==> src/rtl/mem_arbiter.sv <==
// mem_arbiter: shares one single-ported, variable-latency memory between a
// fetch requester (i_*) and a load/store requester (d_*).
//
// Data has fixed priority. A starvation guard forces fetch to win once
// STARVE_MAX consecutive data grants have been given while fetch was waiting.
// A watchdog aborts any transaction that sees no m_ready for TIMEOUT cycles.
// An aborted transaction returns zero data and sets the sticky err flag.
//
// Ports:
//   clk, rst                    clock, synchronous active-high reset
//   i_req/i_addr                fetch request and address
//   i_done/i_rdata              fetch completion pulse and read data
//   d_req/d_wr/d_addr/d_wdata   load/store request
//   d_done/d_rdata              data completion pulse and load data
//   m_en/m_wr/m_addr/m_wdata    memory start strobe and latched command
//   m_rdata/m_ready             memory read data and completion pulse
//   busy                        a transaction is in flight
//   err                         sticky timeout flag
module mem_arbiter #(
  parameter int unsigned STARVE_MAX = 4,   // legal range 1..15
  parameter int unsigned TIMEOUT    = 15   // legal range 2..255
) (
  input  logic        clk,
  input  logic        rst,
  input  logic        i_req,
  input  logic [15:0] i_addr,
  output logic        i_done,
  output logic [15:0] i_rdata,
  input  logic        d_req,
  input  logic        d_wr,
  input  logic [15:0] d_addr,
  input  logic [15:0] d_wdata,
  output logic        d_done,
  output logic [15:0] d_rdata,
  output logic        m_en,
  output logic        m_wr,
  output logic [15:0] m_addr,
  output logic [15:0] m_wdata,
  input  logic [15:0] m_rdata,
  input  logic        m_ready,
  output logic        busy,
  output logic        err
);

  typedef enum logic [1:0] {
    IDLE   = 2'd0,
    BUSY_I = 2'd1,
    BUSY_D = 2'd2
  } state_t;

  localparam logic [3:0] STARVE_LIM = 4'(STARVE_MAX);
  localparam logic [7:0] TMO_LAST   = 8'(TIMEOUT - 1);

  state_t      state_r;
  state_t      state_nxt_s;
  logic [3:0]  starve_cnt_r;
  logic [7:0]  tmo_cnt_r;
  logic        err_r;
  logic        m_en_r;
  logic        m_wr_r;
  logic [15:0] m_addr_r;
  logic [15:0] m_wdata_r;

  logic        grant_i_s;
  logic        grant_d_s;
  logic        in_busy_s;
  logic        tmo_hit_s;
  logic        finish_s;
  logic        i_done_s;
  logic        d_done_s;

  // Arbitration and completion decode shared by next-state and register logic.
  always_comb begin
    grant_i_s = i_req && (!d_req || (starve_cnt_r == STARVE_LIM));
    grant_d_s = d_req && !grant_i_s;
    in_busy_s = (state_r == BUSY_I) || (state_r == BUSY_D);
    // m_ready on the last allowed cycle counts as a normal completion.
    tmo_hit_s = in_busy_s && !m_ready && (tmo_cnt_r == TMO_LAST);
    finish_s  = in_busy_s && (m_ready || tmo_hit_s);
    // A reset cycle swallows the done pulse of the abandoned transaction.
    i_done_s  = !rst && (state_r == BUSY_I) && finish_s;
    d_done_s  = !rst && (state_r == BUSY_D) && finish_s;
  end

  // Next-state decode.
  always_comb begin
    state_nxt_s = state_r;
    case (state_r)
      IDLE: begin
        if (grant_i_s) begin
          state_nxt_s = BUSY_I;
        end else if (grant_d_s) begin
          state_nxt_s = BUSY_D;
        end else begin
          state_nxt_s = IDLE;
        end
      end
      BUSY_I, BUSY_D: begin
        if (finish_s) begin
          state_nxt_s = IDLE;
        end else begin
          state_nxt_s = state_r;
        end
      end
      default: state_nxt_s = IDLE;
    endcase
  end

  // State, latched memory command, starvation and timeout counters, err.
  always_ff @(posedge clk) begin
    if (rst) begin
      state_r      <= IDLE;
      starve_cnt_r <= 4'd0;
      tmo_cnt_r    <= 8'd0;
      err_r        <= 1'b0;
      m_en_r       <= 1'b0;
      m_wr_r       <= 1'b0;
      m_addr_r     <= 16'h0000;
      m_wdata_r    <= 16'h0000;
    end else begin
      state_r <= state_nxt_s;
      m_en_r  <= (state_r == IDLE) && (grant_i_s || grant_d_s);
      err_r   <= err_r | tmo_hit_s;
      if (state_r == IDLE) begin
        tmo_cnt_r <= 8'd0;
        if (grant_i_s) begin
          m_addr_r     <= i_addr;
          m_wr_r       <= 1'b0;
          m_wdata_r    <= 16'h0000;
          starve_cnt_r <= 4'd0;
        end else if (grant_d_s) begin
          m_addr_r  <= d_addr;
          m_wr_r    <= d_wr;
          m_wdata_r <= d_wdata;
          // Count only grants that made a waiting fetch lose.
          if (!i_req) begin
            starve_cnt_r <= 4'd0;
          end else if (starve_cnt_r != STARVE_LIM) begin
            starve_cnt_r <= starve_cnt_r + 4'd1;
          end else begin
            starve_cnt_r <= starve_cnt_r;
          end
        end else begin
          starve_cnt_r <= 4'd0;
        end
      end else if (!m_ready) begin
        tmo_cnt_r <= tmo_cnt_r + 8'd1;
      end else begin
        tmo_cnt_r <= tmo_cnt_r;
      end
    end
  end

  assign i_done  = i_done_s;
  assign d_done  = d_done_s;
  // A timed-out transaction returns zero data.
  assign i_rdata = (i_done_s && m_ready) ? m_rdata : 16'h0000;
  assign d_rdata = (d_done_s && m_ready) ? m_rdata : 16'h0000;
  assign m_en    = m_en_r;
  assign m_wr    = m_wr_r;
  assign m_addr  = m_addr_r;
  assign m_wdata = m_wdata_r;
  assign busy    = in_busy_s;
  assign err     = err_r;

endmodule

==> config.mk <==
export PLATFORM = sky130hd
export DESIGN_NAME = mem_arbiter
export DESIGN_NICKNAME = d
export VERILOG_FILES = /design/src/rtl/mem_arbiter.sv
export SDC_FILE = /design/constraint.sdc
export NUM_CORES = 1
export LEC_CHECK = 0
export CAP_MARGIN = 20
export CORE_MARGIN = 4
export CORE_UTILIZATION = 44
export CTS_BUF_LIST = sky130_fd_sc_hd__clkbuf_8
export DETAILED_ROUTE_END_ITERATION = 10
export HOLD_SLACK_MARGIN = 0.02
export PLACE_DENSITY = 0.88
export RECOVER_POWER = 100
export SLEW_MARGIN = 20
export SYNTH_ARGS = -nofsm -noshare
export SYNTH_HDL_FRONTEND = slang
export SYNTH_SLANG_ARGS = --single-unit
export TNS_END_PERCENT = 5
==> constraint.sdc <==
create_clock -name clk -period 3 [get_ports clk]
set_clock_uncertainty 0.05 [all_clocks]
set_input_delay 0.3 -clock clk [delete_from_list [all_inputs] [get_ports clk]]
set_output_delay 0.3 -clock clk [all_outputs]
set_load 0.005 [all_outputs]
### Yosys cells after proc, flatten, opt, wreduce, memory -nomap -nowiden

Index checks and enable logic that the tools add are counted.

| cells by class | value |
|---|---|
| add/subtract/negate cells | 2 |
| $mul | 0 |
| div/mod/pow operators | 0 |
| magnitude comparators | 0 |
| equal/unequal tests | 7 |
| shifts and indexed selects | 0 |
| multiplexer cells | 16 |
| bitwise logic cells | 1 |
| reductions and logical operators | 26 |

Operator list:

| operator | count |
|---|---|
| $mux W16 | 6 |
| $mux W4 | 4 |
| $logic_and A1 B1 Y1 | 12 |
| $add A8 B1 Y8 const B | 1 |
| $eq A8 B4 Y1 const B | 1 |
| $ne A4 B3 Y1 const B | 2 |
| $mux W2 | 3 |
| $add A4 B1 Y4 const B | 1 |
| $eq A4 B3 Y1 const B | 1 |
| $logic_not A1 Y1 | 4 |
| $logic_or A1 B1 Y1 | 4 |
| $pmux W2 S2 | 1 |
| $reduce_and A2 Y1 | 2 |
| $reduce_or A2 Y1 | 2 |
| $eq A2 B1 Y1 const B | 1 |
| $eq A2 B2 Y1 const B | 1 |
| $logic_not A2 Y1 | 1 |
| $mux W1 | 2 |
| $ne A2 B2 Y1 const B | 1 |
| $reduce_bool A2 Y1 | 1 |
| $or A1 B1 Y1 | 1 |

| storage, ports and cells | value |
|---|---|
| register bits | 49 |
| bits in latches | 0 |
| RAM bits | 0 |
| bits in read-only memories | 0 |
| output and inout port bits | 70 |
| memories | 0 |

### Depth between registers and ports, before layout

| depth | value |
|---|---|
| depth in word-level cells | 9 |
| depth in mapped cells | 7 |
| gate-level depth less buffers | 5 |

### Worst setup path before layout

Ideal clock, no wire load.

| timing | value |
|---|---|
| kind | register to output |
| from | register state_r[0] |
| to | output port d_rdata[10] |
| arrival | 1.452 ns |
| slack | 1.198 ns |
| stages on the path, launching flop included | 7 |
| path buffers | 1 |
| cell sequence | dfxtp_1 -> inv_1 -> ha_1 -> nor2b_1 -> and3_1 -> buf_2 -> and2_1 |

| between the ends | value |
|---|---|
| cells in the longest elaborated chain, start to end | 9 |
| elaborated cells between the ends (all ways) | 11 |
| those cells by class | eq/ne (2); mux (1); reduce/logical (8) |

Ends and longest elaborated chain:

| item | line | text |
|---|---|---|
| from (decl) | 54 | `state_t state_r;` |
| from (signal assigned) | 121 | `state_r <= state_nxt_s;` |
| $eq A2 B1 Y1 or $eq A2 B2 Y1 (tied branches) | 76 | `in_busy_s = (state_r == BUSY_I) \|\| (state_r == BUSY_D);` |
| $logic_or A1 B1 Y1 * | 76 |  |
| net busy | 41 | `output logic busy,` |
| $logic_and A1 B1 Y1 (2 in series) | 78 | `tmo_hit_s = in_busy_s && !m_ready && (tmo_cnt_r == TMO_LAST);` |
| $logic_or A1 B1 Y1 | 79 | `finish_s = in_busy_s && (m_ready \|\| tmo_hit_s);` |
| $logic_and A1 B1 Y1 * | 79 |  |
| $logic_and A1 B1 Y1 * | 82 | `d_done_s = !rst && (state_r == BUSY_D) && finish_s;` |
| $logic_and A1 B1 Y1 * | 158 | `assign d_rdata = (d_done_s && m_ready) ? m_rdata : 16'h0000;` |
| $mux W16 * | 158 |  |
| to (decl) | 34 | `output logic [15:0] d_rdata,` |

Mark *: on every way through the listed nets, which the timed path passes. The rest lies on a longest branch.

### Worst setup path in the final report

| timing | value |
|---|---|
| from | register state_r[1] |
| to | output port d_rdata[8] |

| between the ends | value |
|---|---|
| cells in the longest elaborated chain, start to end | 9 |
| elaborated cells between the ends (all ways) | 11 |
| those cells by class | eq/ne (2); mux (1); reduce/logical (8) |

Ends and longest elaborated chain:

| item | line |
|---|---|
| $eq A2 B1 Y1 or $eq A2 B2 Y1 (tied branches) | 76, 82 |
| $logic_or A1 B1 Y1 | 76 |
| $logic_and A1 B1 Y1 (2 in series) | 78 |
| $logic_or A1 B1 Y1 | 79 |
| $logic_and A1 B1 Y1 | 79 |
| $logic_and A1 B1 Y1 * | 82 |
| $logic_and A1 B1 Y1 * | 158 |
| $mux W16 * | 158 |

Every way passes the cells marked *; elsewhere a longest branch is shown, timed or not.

==> impl_metrics.json <==
{
  "status": "finished with violations",
  "violations": "max-capacitance violations, max-slew violations",
  "drv_slew": 45,
  "p_leak_nw": 1.626,
  "crit_fanout": 16,
  "finalWirelength_um": 7892,
  "clk_latency_ns": 0.30,
  "grtUsageTotal_pct": 21.04,
  "synth_edf_count": 0,
  "path_clk_slew_ns": 0.09,
  "antenna_left": 0,
  "grt_max_degree": 51,
  "finalSetupViolCount": 0,
  "cts_tree": "yes",
  "ys_seq_elements": 49,
  "max_freq_mhz": 358.2,
  "period_share_pct": 93.06,
  "die_h_um": 85.06,
  "htreeDepth": 2,
  "cts_root_buf": "clkbuf_8",
  "fin_tns_setup_ns": 0,
  "grt_antenna_before_repair": 0,
  "wl_per_cell_um": 15.63,
  "critical_path.max_stage_delay_ns": 0.58,
  "crit_required_ns": 2.65,
  "synth_top_family_by_area": "simple AND/OR/NAND/NOR gates",
  "synthXorXnorAreaFrac_pct": 1.341,
  "min_path_type": "reg -> reg",
  "rsz0062_at_grt": "no",
  "first_pass_iters": 4,
  "ios": 140,
  "synthMuxAreaShare_pct": 0.7663,
  "dp_hpwl_um": 5867,
  "grt_pass1_wl_um": 12600,
  "power_density_nw_per_um2": 358.9,
  "post_cts_buffers": 0,
  "start_kind": "flip-flop",
  "max_cap_viol_count": 1,
  "async_flop_share_pct": 0,
  "place_area_um2": 4009,
  "reg2regPathDepth": 6,
  "synth_area_um2": 2613,
  "syn_avg_cell_area_um2": 8.482,
  "fin_area_um2": 4079,
  "nets": 509,
  "initial_core_util_pct": 46.31,
  "rows": 27,
  "yosysWarnings": 0,
  "drc": 0,
  "crit_arrival_ns": 2.44,
  "numPortBuffers": 139,
  "cts_sinks": 49,
  "die-area_um2": 7234,
  "cts_hold_buf": 0,
  "syn_to_final_growth_pct": 56.13,
  "clock_path_buffers": 2,
  "routabilityCongestion": 0.8432,
  "synth_cell_type_count": 43,
  "finalHoldViolCount": 0,
  "seq_area_frac_synth_pct": 37.55,
  "tightestPinTransition_ns": 1.826,
  "cts_made_buffers": 5,
  "overflow": 0,
  "n_antenna_cell": 0,
  "cp-end-kind": "primary output",
  "die_x_um": 85.06,
  "slowest_stage": "dlygate4sd3_1",
  "grt_pass1_vias": 2613,
  "yosys.area_share.simple_pct": 27.01,
  "worstPathCellList": "inv_1, ha_1, nor2b_1, and3_2, and2_1, dlygate4sd3_1",
  "viasPerCell": 5.428,
  "syn_inst": 308,
  "synth_compound_area_share_pct": 23.71,
  "synthAdderAreaFrac_pct": 3.352,
  "ir_worst_vdd_mv": 0.3848,
  "yosys_most_used_dff": "dfxtp_1",
  "holdPathStages": 2,
  "core_area_um2": 5642,
  "synth_nets": 385,
  "slew_headroom_pct": -21.76,
  "drt-initial-drc-count": 81,
  "drive_gt1_share_pct": 5.774,
  "via_count": 2741,
  "min_period_ns": 2.792,
  "path_class": "reg -> out"
}
-- worst paths after layout --
path | from | to | slack, ns
min reg2reg | m_wdata[15]$_SDFFE_PP0P_ | m_wdata[15]$_SDFFE_PP0P_ | 0.40
max | state_r[1]$_SDFFE_PP0P_ | d_rdata[8] | 0.21
max reg2reg | state_r[0]$_SDFFE_PP0P_ | starve_cnt_r[2]$_SDFFE_PP0P_ | 0.94
min | m_wdata[15]$_SDFFE_PP0P_ | m_wdata[15]$_SDFFE_PP0P_ | 0.40
-- state kept, by name, indices dropped and copies added, names as in the netlist --
name,flops
m_wdata,16
state_r,2
m_en,1
starve_cnt_r,4
m_wr,1
tmo_cnt_r,8
err,1
m_addr,16
-- logic make-up after synthesis --
family / count (synthesis)
adders and majority gates: 7
DFF: 49
muxes: 2
buffers and inverters: 35
AOI/OAI and AO/OA: 83
xor gates and xnor gates: 4
and+or+nand+nor: 128
-- synthesized netlist by cell type, types with 2 or more instances --
library cell,count,area (µm²)
or3_1,3,18.77
mux2i_1,2,20.02
nand4b_1,3,26.28
buf_2,11,55.05
or4_1,2,15.01
o211a_1,2,20.02
a211oi_2,10,125.1
dfxtp_1,49,980.9
nand2_1,24,90.09
nand3_1,3,15.01
and2_1,34,212.7
a21oi_1,23,115.1
nand2b_1,4,25.02
and3_1,2,12.51
inv_1,7,26.28
a211oi_1,22,165.2
buf_6,2,22.52
nand4_1,18,112.6
ha_1,7,87.58
o21bai_1,16,120.1
xor2_1,3,26.28
nor2b_1,2,12.51
a31oi_1,2,12.51
nor2_1,25,93.84
o21ai_0,2,10.01
clkbuf_1,13,48.80
-- layout make-up --
| class | count | area, µm² |
|---|---|---|
| clock buffers | 5 | 68.82 |
| well taps | 72 | 90.09 |
| clock inverters | 3 | 17.52 |
| flip-flops and latches | 49 | 980.9 |
| inverters | 7 | 26.28 |
| repair buffers | 145 | 1433 |
| multi-input cells | 224 | 1463 |
| fillers | 447 | 1563 |
-- power breakdown --
group	internal, mW	leakage [nW]	switching, mW
logic	0.201	1.18	0.166
clock network	0.161	0.0439	0.217
registers	0.696	0.402	0.0223
-- layer usage --
metal	track usage (%)	part of all wire [%]	wire length [µm]
met2	37.85	49	3900
met3	5.825	8.0	633
met5	0	0	0
met1	23.40	39	3090
met4	7.914	3.4	267
-- cells in the final DEF (no fill, tap or decap), types with 4 or more instances in the layout --
cell type,n
a211oi_1,25
a211oi_2,7
a21oi_1,23
and2_0,13
and2_1,21
buf_4,5
clkbuf_8,5
clkdlybuf4s50_1,84
dfxtp_1,49
dlygate4sd3_1,55
ha_1,7
inv_1,7
nand2_1,24
nand2b_1,4
nand4_1,18
nor2_1,25
o21bai_1,16
-- what timing repair did --
action,in CTS,in global routing
endpoints found under the setup margin,0,14
endpoints found under the hold margin,0,0
gates resized for setup,0,2
-- through the flow --
step | worst slack [ns] | hold WS, ns | cells | total power [mW] | utilization (%)
floorplan | 1.198 | 0.4015 | 308 | 0.9030 | -
global placement | 0.5108 | 0.3910 | 497 | 1.115 | 71.06
detailed placement | 0.4630 | 0.3990 | 497 | 1.125 | 71.06
CTS | 0.1274 | 0.4096 | 505 | 1.506 | 72.59
global route | 0.05490 | 0.4330 | 505 | 1.542 | 72.30
finish | 0.2081 | 0.4018 | 505 | 1.464 | 72.30
-- worst max-delay path: cells and delay by family (launching register included) --
family	cells	cell delay, ns
adder cells (fa/ha/maj)	1	0.34
buffers and inverters	2	0.65
flip-flops	1	0.37
AND/OR/NAND/NOR	3	0.76
(Power assumes the default switching activity.)
